[config.mk]
export PLATFORM = sky130hd
export DESIGN_NAME = code_entry_ctrl
export DESIGN_NICKNAME = d
export VERILOG_FILES = /design/src/rtl/game_pkg.sv /design/src/rtl/btn_debounce.sv /design/src/rtl/code_entry_ctrl.sv
export SDC_FILE = /design/constraint.sdc
export NUM_CORES = 1
export LEC_CHECK = 0
export BUFFER_PORTS_ARGS = -buffer_cell sky130_fd_sc_hd__clkbuf_2
export CAP_MARGIN = 20
export CORE_MARGIN = 1
export CORE_UTILIZATION = 50
export CTS_CLUSTER_DIAMETER = 40
export DETAILED_ROUTE_END_ITERATION = 10
export PLACE_DENSITY_LB_ADDON = 0.08
export REMOVE_ABC_BUFFERS = 1
export SETUP_SLACK_MARGIN = 0.4
export SYNTH_ARGS = -nofsm -noshare
export SYNTH_HDL_FRONTEND = slang
export SYNTH_SLANG_ARGS = --single-unit
[constraint.sdc]
create_clock -name clk -period 4.2 [get_ports clk]
set_clock_uncertainty 0.15 [all_clocks]
set_input_delay 1.26 -clock clk [delete_from_list [all_inputs] [get_ports clk]]
set_output_delay 1.26 -clock clk [all_outputs]
set_load 0.005 [all_outputs]
[src/rtl/game_pkg.sv]
// game_pkg: shared FSM state encoding and LFSR constants for the code-entry game
package game_pkg;
  typedef enum logic [2:0] {IDLE, ENTER, CHECK, WIN, LOSE} state_t;
  localparam int LFSR_W = 16;
  localparam logic [LFSR_W-1:0] LFSR_TAPS = 16'hB400;
endpackage

[src/rtl/btn_debounce.sv]
// btn_debounce: synchronises a raw button, debounces it and emits a one-cycle press pulse
module btn_debounce #(
  parameter int DEBOUNCE_CYCLES = 500000
) (
  input  logic clk,
  input  logic reset,
  input  logic btn,
  output logic pulse
);
  localparam int CW = $clog2(DEBOUNCE_CYCLES + 1);
  logic [1:0] sync;
  logic stable;
  logic [CW-1:0] cnt;
  logic done;
  assign done = (sync[1] != stable) && (cnt == CW'(DEBOUNCE_CYCLES - 1));
  // accept a new level only after it has differed from the stable one for a full run of cycles
  always_ff @(posedge clk or posedge reset) begin
    if (reset) begin
      sync   <= '0;
      stable <= 1'b0;
      cnt    <= '0;
      pulse  <= 1'b0;
    end else begin
      sync  <= {sync[0], btn};
      cnt   <= (sync[1] == stable || done) ? '0 : cnt + 1'b1;
      if (done) stable <= sync[1];
      pulse <= done && sync[1];
    end
  end
endmodule

[src/rtl/code_entry_ctrl.sv]
// code_entry_ctrl: code-breaking game controller with debounced buttons, LFSR secret and guess checking
module code_entry_ctrl
  import game_pkg::*;
#(
  parameter int NUM_DIGITS = 4,
  parameter int DIGIT_W = 4,
  parameter int MAX_TRIES = 8,
  parameter int DEBOUNCE_CYCLES = 500000,
  parameter logic [LFSR_W-1:0] LFSR_SEED = 16'hACE1
) (
  input  logic clk,
  input  logic reset,
  input  logic btn_start,
  input  logic btn_enter,
  input  logic [DIGIT_W-1:0] sw_digit,
  output logic startgame,
  output logic breakcode,
  output logic lose,
  output logic [$clog2(NUM_DIGITS+1)-1:0] hits,
  output logic [$clog2(MAX_TRIES+1)-1:0] tries,
  output logic [NUM_DIGITS*DIGIT_W-1:0] secret
);
  localparam int HW = $clog2(NUM_DIGITS + 1);
  localparam int TW = $clog2(MAX_TRIES + 1);
  localparam int IW = (NUM_DIGITS > 1) ? $clog2(NUM_DIGITS) : 1;
  localparam int CW = NUM_DIGITS * DIGIT_W;
  state_t state, state_n;
  logic start_p, enter_p, last;
  logic [DIGIT_W-1:0] sw_m, sw_s;
  logic [LFSR_W-1:0] lfsr;
  logic [CW-1:0] guess, guess_n, secret_n;
  logic [IW-1:0] idx, idx_n;
  logic [HW-1:0] hits_n, match;
  logic [TW-1:0] tries_n;
  btn_debounce #(.DEBOUNCE_CYCLES(DEBOUNCE_CYCLES)) u_start (
    .clk(clk), .reset(reset), .btn(btn_start), .pulse(start_p)
  );
  btn_debounce #(.DEBOUNCE_CYCLES(DEBOUNCE_CYCLES)) u_enter (
    .clk(clk), .reset(reset), .btn(btn_enter), .pulse(enter_p)
  );
  assign last = idx == IW'(NUM_DIGITS - 1);
  // free-running Galois LFSR and the switch synchroniser
  always_ff @(posedge clk or posedge reset) begin
    if (reset) begin
      lfsr <= LFSR_SEED;
      sw_m <= '0;
      sw_s <= '0;
    end else begin
      lfsr <= {1'b0, lfsr[LFSR_W-1:1]} ^ (lfsr[0] ? LFSR_TAPS : '0);
      sw_m <= sw_digit;
      sw_s <= sw_m;
    end
  end
  // count guess digits sitting in the same position as the secret's
  always_comb begin
    match = '0;
    for (int i = 0; i < NUM_DIGITS; i++)
      match = match + HW'(guess[i*DIGIT_W +: DIGIT_W] == secret[i*DIGIT_W +: DIGIT_W]);
  end
  // next-state logic; a start pulse overrides everything else, including a coincident enter
  always_comb begin
    state_n  = state;
    secret_n = secret;
    tries_n  = tries;
    hits_n   = hits;
    idx_n    = idx;
    guess_n  = guess;
    if (state == ENTER && enter_p) begin
      guess_n[(NUM_DIGITS - 1 - int'(idx))*DIGIT_W +: DIGIT_W] = sw_s;
      idx_n   = last ? '0 : idx + 1'b1;
      state_n = last ? CHECK : ENTER;
    end
    if (state == CHECK) begin
      hits_n  = match;
      tries_n = (match == HW'(NUM_DIGITS) || tries == TW'(MAX_TRIES)) ? tries : tries + 1'b1;
      state_n = (match == HW'(NUM_DIGITS)) ? WIN : (tries_n == TW'(MAX_TRIES)) ? LOSE : ENTER;
    end
    if (start_p) begin
      state_n  = ENTER;
      secret_n = lfsr;
      tries_n  = '0;
      hits_n   = '0;
      idx_n    = '0;
    end
  end
  // state and registered outputs
  always_ff @(posedge clk or posedge reset) begin
    if (reset) begin
      state     <= IDLE;
      secret    <= '0;
      tries     <= '0;
      hits      <= '0;
      idx       <= '0;
      guess     <= '0;
      startgame <= 1'b0;
      breakcode <= 1'b0;
      lose      <= 1'b0;
    end else begin
      state     <= state_n;
      secret    <= secret_n;
      tries     <= tries_n;
      hits      <= hits_n;
      idx       <= idx_n;
      guess     <= guess_n;
      startgame <= state_n != IDLE;
      breakcode <= state_n == WIN;
      lose      <= state_n == LOSE;
    end
  end
endmodule
Yosys cells after proc, flatten, opt, wreduce, memory -nomap -nowiden
Index checks and enable logic that the tools add are counted.

word-level totals
  register bits = 117
  input bits = 8
  output and inout port bits = 26
  word-level logic and storage cells = 79

operators by class
  $add $sub $neg = 9
  eq/ne operators = 18
  shift-type cells = 2
  mux-type cells = 18
  bitwise gates (word level) = 1
  reduce and logical (&&, ||, !) cells = 11

operators by type and width
  operator                   number
  $add A19 B1 Y19 const B    2
  $eq A19 B19 Y1 const B     2
  $mux W19                   2
  $neg A5 Y33                1
  $shift A4 B33 Y16 const A  1
  $shiftx A4 B33 Y16         1
  $mux W3                    7
  $bwmux W16                 1
  $eq A4 B4 Y1               4
  $mux W16                   1
  $xor A15 B16 Y16           1
  $mux W4                    3
  $eq A4 B4 Y1 const B       2
  $mux W2                    4
  $eq A3 B2 Y1 const B       2
  $eq A3 B3 Y1 const B       2
  $logic_and A1 B1 Y1        5
  $add A4 B1 Y4 const B      1
  $reduce_bool A2 Y1         2
  $add A2 B1 Y3              1
  $add A3 B1 Y3              1
  $eq A3 B1 Y1 const B       1
  $logic_or A1 B1 Y1         3
  $reduce_bool A3 Y1         1
  6 further kinds            8

Logic depth before layout (Yosys ltp)
Gate-level depths: netlist of the first run.

  depth in word-level cells = 13
  mapped depth = 10
  gate-level depth less buffers = 10

Modules after synthesis
Synthesis of the first run repeated with hierarchy kept, for this count alone.

unflattened totals
  cell total of the unflattened synthesis = 461
  area, all modules = 5159.9 µm²

by module, submodules not included
  module           instances  cells an instance  area an instance (µm²)  seq. area each (µm²)
  code_entry_ctrl  1          245                2947.8                  1786.7
  btn_debounce     2          108                1106.1                  575.6

Worst setup path before layout of the first run
No wires, ideal clock.

  kind = reg-to-reg
  start point = register secret[2]
  end point = register tries[1]
  library setup time = 0.132 ns
  arrival time = 2.566 ns
  required time = 3.918 ns
  path slack = 1.353 ns
  cell stages (with the launch flop) = 11
  path buffers = 0
  period minus slack after synthesis = 2.847 ns
  path through = dfrtp_1 > xnor2_1 > nand4_1 > fa_1 > inv_1 > ha_1 > ha_1 > or3b_2 > nand3_1 > mux2i_1 > nor2_1

on the way
  longest elaborated chain between the ends = 9

ends and longest elaborated chain
  what                      RTL line                source
  start: declaration        code_entry_ctrl.sv:21   output logic [NUM_DIGITS*DIGIT_W-1:0] secret
  start signal: assignment  code_entry_ctrl.sv:100  secret <= secret_n;
  $eq A4 B4 Y1              code_entry_ctrl.sv:58   match = match + HW'(guess[i*DIGIT_W +: DIGIT_W] == secret[i*DIGIT_W +: DIGIT_W]);
  $add A1 B1 Y2             code_entry_ctrl.sv:58
  $add A2 B1 Y3             code_entry_ctrl.sv:58
  $add A3 B1 Y3             code_entry_ctrl.sv:58
  $eq A3 B3 Y1              code_entry_ctrl.sv:75   tries_n = (match == HW'(NUM_DIGITS) || tries == TW'(MAX_TRIES)) ? tries : tries + 1'b1;
  $logic_or A1 B1 Y1        code_entry_ctrl.sv:75
  $mux W4                   code_entry_ctrl.sv:75
  $mux W4                   code_entry_ctrl.sv:73   if (state == CHECK) begin
  $mux W4                   code_entry_ctrl.sv:78   if (start_p) begin
  end signal: assignment    code_entry_ctrl.sv:101  tries <= tries_n;
  end: declaration          code_entry_ctrl.sv:20   output logic [$clog2(MAX_TRIES+1)-1:0] tries,

No other way between the ends. The select of a mux whose other input is x is not followed.
A chain may end at the register's enable or synchronous reset.

Worst setup path in the final report of the first run
  start point = register secret[6]
  end point = register tries[1]

The elaborated chain is that of the path after synthesis.

==> run metrics, run 1 <==
grt ovf 0; pre-CTS WS 1.07 ns; Synth Register Bits 117; synth-to-layout area growth 19.5%; MaxCap Viol Count 0; cell family with most CP delay adder cells; register area share after synthesis 57.3%; fin nets 521; crit path buf inv count 1; FP Rows 36; endpoint type of the worst setup path register; ant diodes 0; core outline area 0.00986 mm^2; period utilization 74.0%; initial DRC count 83; Ys Warns 0; CTS Buf Count 17; crit path DAT 3.34 ns; CP max stage delay 0.58 ns; sw power 546 uW; Clock power frac 58.2%; GRT Overall Usage 19.9%; via count 3437; RSZ-0062 raised after global routing no; post-route setup slack 1.09 ns; post-DR vias/cell 5.31; worst-path maximum fanout 4; Synth top area share 53.2%; PwrDens 466 mW/mm^2; crit path max-delay cell type fa_1; drt pass-1 iters 4; first-pass GRT wire length 15.8 mm; IO Count 34; Starting Density 52.0%; Worst R2R Setup Slack 1.09 ns; dominant synthesized flop cell dfrtp_1; syn_area_per_cell 11.2 um^2; critical path startpoint category register; I/O Buffers 33; hold buffer count at CTS 0; detailed placer's ending HPWL 5.99 mm; clock sinks 117; DIE WIDTH 103 um; outcome finished, final reports clean; fill count 810; Worst Max-Slew Pin Slew 1.13 ns; number of synthesized flops with an enable pin 0; worst-case clock buffer depth 2; CTS clock-pin slew for the worst setup and hold paths 0.05 ns; Final min period 3.11 ns; root buffer cell clkbuf_8; Vert. Die Dim 103 um; Slew Viols, Final 0; post-layout instance area 0.00613 mm^2; register area 0.00294 mm^2; ANT nets after route 0; maximum VDD drop 0.329 mV; layout cells sized above 1 19.8%; Setup CP Type reg -> reg; Netlist Area Pre-Place 0.00513 mm^2; largest net degree at the start of global routing 118; CTS tree built; hold_ws 0.200 ns; Post-Place Cells 615; Static Leak 0.00274 uW; fmax 322 MHz; Int Pwr 2310 uW; Die Area 0.0107 mm^2; Multi-input gate area 0.00207 mm^2; crit-path cells xnor2_1, nand4_1, fa_1, inv_1, ha_1, ha_1, or3b_2, nand3_1, mux2i_1, nor2_1; Synth area leaders dfrtp_1 (53%), xnor2_1 (5.8%), dfstp_2 (4.1%), mux2_2 (4.0%), nand2_1 (3.5%); combinational power share 1.5%; cells after synthesis 457; relative slew slack 23.5%; overall power 2850 uW; number of H-tree levels 4; Avg WL per Cell 14.4 um; leading area contributor after synthesis dfrtp_1; # DRC 0; Post-CTS Setup Repair Bufs 0; count of cell types in the netlist 47; Skew-Pair Late Insertion Delay 0.51 ns; DP Area 0.00545 mm^2; Worst EP required 4.43 ns; async set or reset register ratio after synthesis 100%; post-route insts no fill 647; initial antenna violation count 0; Hold Vio Cnt, Final 0; RD Place Congestion 0.808; CP dominant cell by count ha_1; vias in the first global route 3345; hold crit path type reg -> reg; Net Sw Frac 19.1%; Final setup viols 0; Flop pwr share 40.3%; Post-Route WL 9.33 mm; # resized after CTS 0
[state kept, by name (all words and copies together), names as in the netlist, 3 cells and up]
register     flops
state            3
tries            4
sw_s             4
lfsr            16
u_start.cnt     19
sw_m             4
hits             3
guess           16
u_enter.cnt     19
secret          16
[worst paths after layout]
check                                startpoint         endpoint  depth (start not counted)
worst max-delay path                  secret[6]         tries[1]                         10
worst min-delay path            u_start.sync[0]  u_start.sync[1]                          0
worst max register to register        secret[6]         tries[1]                         10
worst min register to register  u_start.sync[0]  u_start.sync[1]                          0
max in group asynchronous                 reset         lfsr[12]                          3
min in group asynchronous                 reset   u_start.cnt[7]                          3
[per-layer routing]
layer  track usage [%]  up-vias  wire length [um]
li1                  -     1676                 -
met1              25.3     1692              4390
met2              31.3       54              4540
met3              6.25       15               264
met4              9.21        0               136
met5                 0        -                 0
[per-stage QoR]
step / utilization [%] / TNS (ns)
CTS: 62.1 / 0
global route: 62.1 / 0
floorplan: - / -32.43
finish: 62.1 / 0
detailed placement: 55.2 / 0
global placement: 55.2 / 0
[final cells by class]
class,instances,share of cell area [%]
Multi-Input combinational cell,311,33.8
Clock buffer,19,7.04
Inverter,19,1.20
Timing Repair Buffer,35,3.14
Sequential cell,117,47.9
Tap cell,133,2.71
Clock inverter,13,4.12
[logic make-up after synthesis]
| logic type | share of synthesized area, % |
|---|---|
| AND/OR/NAND/NOR | 18.1 |
| flip-flops | 57.3 |
| AO/OA/AOI/OAI | 6.22 |
| XOR/XNOR | 8.37 |
| buffers and inverters | 2.24 |
| multiplexers | 4.73 |
| adder cells (fa/ha/maj) | 3.07 |
[synth_stat cells (2+ instances only)]
cell	n
a21oi_1	13
nor4b_1	2
nor3_1	7
o21ai_0	23
xnor2_1	34
dfstp_2	8
nand4_1	12
nor2_1	42
nand2_1	48
clkbuf_1	3
xor2_1	15
o31ai_1	4
or4b_1	3
nand2b_1	2
and2_1	3
or3_1	8
mux2_2	18
mux2i_1	4
buf_1	2
ha_1	11
nand3_1	15
buf_2	5
nor3b_1	3
and3b_1	4
or4_1	5
o31ai_4	2
dfrtp_1	109
inv_1	19
nand3b_1	3
nor4_1	12
or2_2	2
[cell usage in the layout (no fill, tap or decap), types with 16 or more instances in the layout]
cell	netlist	routed
clkbuf_16	0	16
clkbuf_2	0	33
dfrtp_1	109	109
inv_1	19	18
mux2_2	18	18
nand2_1	48	48
nor2_1	42	42
o21ai_0	23	23
xnor2_1	34	34
[power groups by stage]
stage / combinational [uW] / clock, uW / sequential (uW)
detailed placement: 46.3 / 0 / 1170
floorplan: 30.8 / 0 / 1170
finish: 43.8 / 1660 / 1150
global route: 53.3 / 1740 / 1150
CTS: 46.5 / 1690 / 1150
global placement: 45.8 / 0 / 1170
Power figures use the tool's default switching activity.
==> run 2: changes to the inputs <==
clock period = 2.5 ns   (was 4.2 ns; I/O delays follow)
==> run metrics, run 2 (synthesized netlist as in run 1, its figures left out) <==
clock sinks 117; number of H-tree levels 4; root buffer cell clkbuf_8; critical path startpoint category register; # DRC 0; CTS tree built; detailed placer's ending HPWL 6.53 mm; Post-Route WL 9.92 mm; RD Place Congestion 0.800; core outline area 0.00986 mm^2; largest net degree at the start of global routing 40; Worst EP required 2.76 ns; FP Rows 36; drt pass-1 iters 5; outcome finished with violations; CP Launch Point secret[2]; commonest cells after routing, fill and taps aside dfrtp_1 (109), nand2_1 (48), nor2_1 (42); worst reg2reg path startpoint secret[2]; initial antenna violation count 0; layout cells sized above 1 27.4%; Avg WL per Cell 14.6 um; Worst R2R Setup Slack -0.24 ns; Post-Place Cells 645; first-pass GRT wire length 16.9 mm; endpoint type of the worst setup path register; relative slew slack 69.5%; worst-path maximum fanout 4; DIE WIDTH 103 um; I/O Buffers 33; initial DRC count 79; post-DR vias/cell 5.18; Final min period 2.74 ns; fin nets 554; vias in the first global route 3515; CTS Buf Count 17; top flop regs u_enter.cnt (19), u_start.cnt (19); synth-to-layout area growth 26.8%; fmax 365 MHz; commonest non-fill, non-tap cell in the layout dfrtp_1; Crit Reg-Reg Endpoint tries[1]; CTS clock-pin slew for the worst setup and hold paths 0.06 ns; ANT nets after route 0; Skew-Pair Late Insertion Delay 0.53 ns; Final setup viols 9; Setup CP Type reg -> reg; Slew Viols, Final 0; post-layout instance area 0.00650 mm^2; maximum VDD drop 0.495 mV; hold crit path type in -> async; period utilization 110%; MaxCap Viol Count 0; GRT Overall Usage 21.7%; DP Area 0.00568 mm^2; fill count 739; RSZ-0062 raised after global routing yes; Starting Density 52.0%; Die Area 0.0107 mm^2; failing checks negative setup slack; Hold Vio Cnt, Final 0; final core utilization 65.9%; Setup crit end tries[1]; setup_tns -1.65 ns; crit path DAT 3.00 ns; PwrDens 682 mW/mm^2; IO Count 34; cell depth of the worst flop-to-flop path 10; ant diodes 0; Vert. Die Dim 103 um; grt ovf 0; via count 3523; worst-case clock buffer depth 2; Worst Max-Slew Pin Slew 0.455 ns; post-route insts no fill 680; post-route setup slack -0.239 ns; Static Leak 0.00292 uW
## run 2: cell count changes in the layout (fill, tap and decap cells not counted), moves of 3 or more
cell / before / now
clkbuf_2: 33 / 26
or3_1: 8 / 5
buf_4: 1 / 21
bufinv_16: 7 / 3
clkinvlp_4: 2 / 5
nor3b_1: 3 / 0
buf_6: 0 / 19
or3_4: 0 / 3
## run 2: worst max-delay path: stages, from the launching register on
cell     delay (ns)
dfrtp_1        0.39
xnor2_1        0.18
nand4_1        0.17
fa_1           0.58
inv_2          0.05
ha_4           0.15
ha_4           0.20
or3b_4         0.41
nand3_4        0.10
mux2i_1        0.19
nor2_1         0.06
## run 2: per-layer routing
metal | vias up | track usage [%] | routed length, um
met4 | 0 | 9.86 | 143
met2 | 61 | 34.3 | 4860
met5 | - | 0 | 0
met3 | 12 | 6.99 | 329
met1 | 1706 | 27.5 | 4590
li1 | 1744 | - | -
## run 2: through the flow
step                power [uW]  hold slack, ns  setup slack [ns]
global route              4590          0.0985            -0.421
finish                    4430          0.0741            -0.239
detailed placement        2050           0.185            -0.525
CTS                       4490          0.0650            -0.285
global placement          2050           0.184            -0.456
floorplan                 2010           0.181             -1.49
## run 2: repair_timing
item	in CTS	in global routing
resized for setup	16	24
hold buffers	0	0
pin swaps	15	16
setup buffers	1	2
endpoints found under the setup margin	16	50
## run 2: cell type report
cell class	count	area, um^2	share of cell area [%]
sequential	117	2940	45.2
multi-input combinational	311	2180	33.6
timing repair buffer	68	542	8.33
clock buffer	19	442	6.80
tap	133	166	2.56
clock inverter	13	156	2.41
inverter	19	73.8	1.14
## run 2: report_power, final
part / internal (uW) / switching (uW)
sequential: 1910 / 16.9
combinational: 25.3 / 58.5
clock: 1560 / 855
## run 2: how the worst min path moves through the flow
stage	slack [ns]	end	cells past startpoint
after global routing	0.1	sw_m[3]	2
after floorplan	0.18	sw_s[0]	0
final	0.07	u_start.cnt[3]	2
after global placement	0.18	u_enter.sync[1]	0
after CTS	0.06	sw_m[3]	2
after detailed placement	0.18	sw_s[3]	0
